--- src/rtl/microwave_pkg.sv ---
// Shared types and constants for the microwave cook-time controller.
package microwave_pkg;

  typedef enum logic [2:0] {
    S_IDLE  = 3'd0,
    S_ENTRY = 3'd1,
    S_COOK  = 3'd2,
    S_PAUSE = 3'd3,
    S_DONE  = 3'd4
  } state_e;

  typedef logic [3:0]  bcd_t;
  typedef logic [15:0] mmss_t;

  localparam mmss_t      MMSS_ZERO   = 16'h0000;
  localparam logic [7:0] SEC_MAX_BCD = 8'h59;

  function automatic logic digit_ok(input bcd_t d);
    return d <= 4'd9;
  endfunction

endpackage

--- src/rtl/bcd_mmss_dec.sv ---
// Combinational MM:SS BCD decrement; saturates at 00:00, flags 00:01.
module bcd_mmss_dec
  import microwave_pkg::*;
(
  input  mmss_t cur_i,
  output mmss_t nxt_o,
  output logic  is_one_o
);

  always_comb begin
    nxt_o    = cur_i;
    is_one_o = (cur_i == 16'h0001);
    if (cur_i != MMSS_ZERO) begin
      if (cur_i[3:0] != 4'd0) begin
        nxt_o[3:0] = cur_i[3:0] - 4'd1;
      end else begin
        nxt_o[3:0] = 4'd9;
        if (cur_i[7:4] != 4'd0) begin
          nxt_o[7:4] = cur_i[7:4] - 4'd1;
        end else begin
          // SS was 00: wrap to 59 and borrow a minute
          nxt_o[7:4] = 4'd5;
          if (cur_i[11:8] != 4'd0) begin
            nxt_o[11:8] = cur_i[11:8] - 4'd1;
          end else begin
            nxt_o[11:8]  = 4'd9;
            nxt_o[15:12] = cur_i[15:12] - 4'd1;
          end
        end
      end
    end
  end

endmodule

--- src/rtl/microwave_timer_ctrl.sv ---
// Microwave cook-time FSM: keypad entry, 1 Hz countdown, magnetron and display select.
// Optional completion beep counter enabled by defining MICROWAVE_BEEP_EN.
module microwave_timer_ctrl
  import microwave_pkg::*;
#(
  parameter int QUICK_SECS = 30,
  parameter int BEEP_SECS  = 3
) (
  input  logic        clk_i,
  input  logic        rst_i,
  input  logic        tick_1hz_i,
  input  logic        key_valid_i,
  input  logic [3:0]  key_digit_i,
  input  logic        start_i,
  input  logic        stop_clear_i,
  input  logic        door_open_i,
  output logic        mag_on_o,
  output logic        disp_sel_o,
  output logic [15:0] entry_bcd_o,
  output logic [15:0] count_bcd_o,
  output logic        done_o,
  output logic        beep_o
);

  localparam mmss_t QUICK_MMSS = {8'h00, 4'(QUICK_SECS / 10), 4'(QUICK_SECS % 10)};

  state_e state_q, state_d;
  mmss_t  entry_q, entry_d;
  mmss_t  count_q, count_d;
  mmss_t  dec_nxt, load_val, entry_shift;
  logic   dec_is_one, key_ok, start_ok;

  bcd_mmss_dec u_dec (
    .cur_i    (count_q),
    .nxt_o    (dec_nxt),
    .is_one_o (dec_is_one)
  );

  always_comb begin
    key_ok      = key_valid_i && digit_ok(key_digit_i);
    start_ok    = start_i && !door_open_i;
    entry_shift = {entry_q[11:0], key_digit_i};
    load_val    = entry_q;
    if (entry_q == MMSS_ZERO)        load_val = QUICK_MMSS;
    else if (entry_q[7:4] > 4'd5)    load_val[7:0] = SEC_MAX_BCD;
  end

  always_comb begin
    state_d = state_q;
    entry_d = entry_q;
    count_d = count_q;
    unique case (state_q)
      S_IDLE, S_ENTRY, S_DONE: begin
        if (stop_clear_i) begin
          if (state_q == S_ENTRY) entry_d = MMSS_ZERO;
          if (state_q != S_IDLE)  state_d = S_IDLE;
        end else if (start_ok) begin
          count_d = load_val;
          state_d = S_COOK;
        end else if (key_ok) begin
          entry_d = entry_shift;
          if (state_q == S_DONE) count_d = MMSS_ZERO;
          state_d = S_ENTRY;
        end
      end
      S_COOK: begin
        if (stop_clear_i || door_open_i) begin
          state_d = S_PAUSE;
        end else if (tick_1hz_i) begin
          count_d = dec_nxt;
          if (dec_is_one) state_d = S_DONE;
        end
      end
      S_PAUSE: begin
        if (stop_clear_i) begin
          entry_d = MMSS_ZERO;
          count_d = MMSS_ZERO;
          state_d = S_IDLE;
        end else if (start_ok) begin
          state_d = S_COOK;
        end
      end
      default: state_d = S_IDLE;
    endcase
  end

  always_ff @(posedge clk_i) begin
    if (rst_i) begin
      state_q <= S_IDLE;
      entry_q <= MMSS_ZERO;
      count_q <= MMSS_ZERO;
    end else begin
      state_q <= state_d;
      entry_q <= entry_d;
      count_q <= count_d;
    end
  end

`ifdef MICROWAVE_BEEP_EN
  localparam int BW = $clog2(BEEP_SECS + 1);
  logic          beep_q, beep_d;
  logic [BW-1:0] bcnt_q, bcnt_d;

  always_comb begin
    beep_d = beep_q;
    bcnt_d = bcnt_q;
    if (state_d != S_DONE) begin
      beep_d = 1'b0;
      bcnt_d = '0;
    end else if (state_q != S_DONE) begin
      beep_d = 1'b1;
      bcnt_d = BW'(BEEP_SECS);
    end else if (tick_1hz_i && beep_q) begin
      bcnt_d = bcnt_q - 1'b1;
      if (bcnt_q == BW'(1)) beep_d = 1'b0;
    end
  end

  always_ff @(posedge clk_i) begin
    if (rst_i) begin
      beep_q <= 1'b0;
      bcnt_q <= '0;
    end else begin
      beep_q <= beep_d;
      bcnt_q <= bcnt_d;
    end
  end

  assign beep_o = beep_q;
`else
  assign beep_o = 1'b0;
`endif

  assign mag_on_o    = (state_q == S_COOK) && !door_open_i;
  assign disp_sel_o  = (state_q == S_COOK) || (state_q == S_PAUSE) || (state_q == S_DONE);
  assign done_o      = (state_q == S_DONE);
  assign entry_bcd_o = entry_q;
  assign count_bcd_o = count_q;

endmodule

--- config.mk ---
export PLATFORM = sky130hd
export DESIGN_NAME = microwave_timer_ctrl
export DESIGN_NICKNAME = d
export VERILOG_FILES = /design/src/rtl/microwave_pkg.sv /design/src/rtl/bcd_mmss_dec.sv /design/src/rtl/microwave_timer_ctrl.sv
export SDC_FILE = /design/constraint.sdc
export NUM_CORES = 1
export LEC_CHECK = 0
export ABC_CLOCK_PERIOD_IN_PS = 3050
export BUFFER_PORTS_ARGS = -buffer_cell sky130_fd_sc_hd__buf_2
export CAP_MARGIN = 20
export CORE_ASPECT_RATIO = 1.75
export CORE_MARGIN = 3
export CORE_UTILIZATION = 44
export DETAILED_ROUTE_END_ITERATION = 7
export PLACE_DENSITY_LB_ADDON = 0.3
export SYNTH_ARGS = -nofsm -noshare
export SYNTH_HDL_FRONTEND = slang
export SYNTH_HIERARCHICAL = 1
export SYNTH_SLANG_ARGS = --single-unit
--- constraint.sdc ---
create_clock -name clk_i -period 3.05 [get_ports clk_i]
set_input_delay 0.1525 -clock clk_i [delete_from_list [all_inputs] [get_ports clk_i]]
set_output_delay 0.1525 -clock clk_i [all_outputs]
set_load 0.005 [all_outputs]
==> results_dict.tcl <==
set metrics [dict create \
    status "complete, no violations" \
    max-cap-violations 0 \
    tritoncts.num_buffers 5 \
    async_reset_ff_frac 0 \
    mappedNetlistArea_um2 2170 \
    wl_um 6060 \
    area_growth_from_synthesis_to_layout_pct 14.9 \
    detail_route.vias_per_cell 6.13 \
    grt_remaining_overflow 0 \
    biggest_cell_delay_along_the_critical_path_ns 0.48 \
    reg2reg_depth 9 \
    start_util 0.461 \
    setup_violations 0 \
    drc 0 \
    total_of_buffers_placed_on_input_and_output_ports 45 \
    insertion_delay_ns 0.29 \
    hold_path_class "primary input to flip-flop" \
    final_common_cell "buf_2" \
    design.final.nets 320 \
    worst_setup_path_end_kind "flip-flop" \
    cellLeakagePower_nw 0.999 \
    finalCriticalPeriod_ns 2.44 \
    netlist_top_cells_area "dfxtp_1 (32%), a21oi_1 (5.5%), o21ai_0 (5.5%), nand2b_1 (5.2%), a211oi_1 (4.1%)" \
    startpoint_type "flip-flop" \
    postSynthAreaPerCell_um2 8.07 \
    holdWs_ns 0.0724 \
    routed_wire_length_per_instance_um 16.8 \
    clkSinkCount 35 \
    synthesized_net_count 282 \
    fmax_mhz 411 \
    design.core.area_um2 4710 \
    setup_tns_ns 0 \
    finalWeightedCongestion 0.829 \
    post-dp-hpwl_um 4220 \
    postCtsHoldBufs 0 \
    postRouteAntennaNets 0 \
    slew_headroom 0.405 \
    grt_setup_unrepaired "no" \
    synthDominantCellAreaShare 0.323 \
    netlist_instances 269 \
    cp_max_stage_cell "or3b_2" \
    dr.pass1.iters 6 \
    seq_area_frac_synth 0.323 \
    power_per_cell_area_nw_per_um2 545 \
    core.rowCount 33 \
    floorplan.die_area_um2 5850 \
    grt_antenna_before_repair 0 \
    cts-htree-levels 2 \
    cts.repair.resized 0 \
    cp-endpoint "state_q[1]$_SDFFE_PP0P_" \
    crit_start "count_bcd_o[12]$_SDFFE_PP0P_" \
    crit_buf_inv 1 \
    maximum_fanout_encountered_on_the_critical_timing_path 5 \
    ys_dominant_reg_cell "dfxtp_1" \
    worst_ir_drop_vdd_uv 394 \
    fin_crit_sh 0.798 \
    postCtsSetupBuffers 0 \
    first_pass_grt_wire_length_um 9690 \
    drt-initial-drc-count 84 \
    grt.total_usage 0.211 \
    drive_gt1_frac 0.240 \
    tritoncts_clock_tree "built" \
    grt_start_max_net_pins 37 \
    ys.warnings.count 6 \
    arrival_ns 2.59 \
    worst_slew_pin_slew_ns 0.892 \
    antennaDiodeCount 0 \
    critical_path.top_delay_family "simple AND/OR/NAND/NOR gates" \
    final-hold-violation-count 0 \
    critPathRequiredTime_ns 3.20 \
    cts_buffer_depth 2 \
    ff2ff_setup_slack_ns 0.61 \
    slew_viol_final 0 \
    critPathKind "flip-flop to flip-flop" \
    die_boundary_width_um 59.1 \
    clock_tree.root_cell "clkbuf_8" \
    design.portCount 47 \
    vias 2206 \
    register_bit_total_from_synthesis 35 \
    dieHeight_um 98.9 \
    clk_pin_slew_ns 0.08 \
    finalClockSkew_ns 0.0109 \
    yosysTopAreaCell "dfxtp_1" \
    synth_edf_count 0 \
    reg_to_reg_end "state_q[1]$_SDFFE_PP0P_" \
    commonest_non_fill_non_tap_cells_in_the_layout "buf_2 (45), dfxtp_1 (35), o21ai_0 (24), a21oi_1 (24), nand2b_1 (18)" \
    path_cells "inv_1 > ha_1 > or3b_2 > nor3_1 > nand2_1 > and3_1 > a221oi_1 > mux2i_1 > nor2_1" \
    synth.distinct_cells 59 \
    cp.depth 9 \
    vias_in_the_first_global_route 2002 \
    timing.rr.start "count_bcd_o[12]$_SDFFE_PP0P_" \
]
[report_power, final]
group          leakage, nW  internal, mW  switching (mW)
sequential           0.285         0.487          0.0598
clock               0.0581         0.243           0.178
combinational        0.656         0.170           0.222
[logic make-up (layout without fill, tap and decap cells)]
logic type | count (synthesis) | in the layout | share of synthesized area
AO/OA/AOI/OAI | 97 | 97 | 0.297
AND/OR/NAND/NOR | 100 | 100 | 0.271
multiplexers | 2 | 2 | 0.00980
flip-flops | 35 | 35 | 0.323
buffers and inverters | 28 | 67 | 0.0692
other | 1 | 1 | 0.00173
adder cells (fa/ha/maj) | 2 | 2 | 0.0115
XOR/XNOR | 4 | 4 | 0.0161
[state kept, by name, summed over array words and instances (netlist names)]
register     count
state_q          3
count_bcd_o     16
entry_bcd_o     16
[final cells by class]
cell class                      count  area, um^2
Fill cell                         463        2210
Multi-Input combinational cell    206        1320
Sequential cell                    35         701
Timing Repair Buffer               50         263
Clock buffer                        5        68.8
Tap cell                           52        65.1
Clock inverter                      3        43.8
Inverter                            9        33.8
[per-layer routing]
layer	global-route usage	routed length, um	vias to the layer above
met5	0	0	-
met4	0.0855	174	0
met3	0.0367	269	19
met2	0.358	3080	76
met1	0.255	2530	1030
li1	-	-	1081
[per-stage QoR]
| step | total power, mW | utilization | cells | worst slack [ns] | area (um^2) |
|---|---|---|---|---|---|
| floorplan | 0.846 | - | 269 | 0.868 | 2170 |
| global placement | 0.936 | 0.506 | 352 | 0.696 | 2380 |
| detailed placement | 0.940 | 0.506 | 352 | 0.675 | 2380 |
| CTS | 1.36 | 0.530 | 360 | 0.630 | 2490 |
| global route | 1.43 | 0.530 | 360 | 0.501 | 2490 |
| finish | 1.36 | 0.530 | 360 | 0.615 | 2490 |
[tightest hold or removal path, cell delays in order]
cell and delay [ns]:
buf_2 0.07, nand3_1 0.05, o21ai_0 0.06
[cells in the mapped netlist (6+ instances only)]
cell type,count
a211oi_1,12
a21oi_1,24
a32oi_1,8
clkbuf_1,10
dfxtp_1,35
inv_1,9
nand2_1,13
nand2b_1,18
nand3_1,16
nor2_1,13
nor3_1,8
nor4_1,6
o21ai_0,24
[how the worst min path moves through the flow]
stage	endpoint	start	cells past startpoint	slack, ns
2_1_floorplan	entry_bcd_o[0]$_SDFFE_PP0P_	key_digit_i[0]	2	0.28
3_3_place_gp	entry_bcd_o[0]$_SDFFE_PP0P_	key_digit_i[0]	3	0.37
3_5_place_dp	entry_bcd_o[0]$_SDFFE_PP0P_	key_digit_i[0]	3	0.37
4_1_cts	entry_bcd_o[0]$_SDFFE_PP0P_	key_digit_i[0]	3	0.07
5_1_grt	entry_bcd_o[0]$_SDFFE_PP0P_	key_digit_i[0]	3	0.09
6_report	entry_bcd_o[0]$_SDFFE_PP0P_	key_digit_i[0]	3	0.07
No activity file was read; power rests on OpenSTA's default activity.
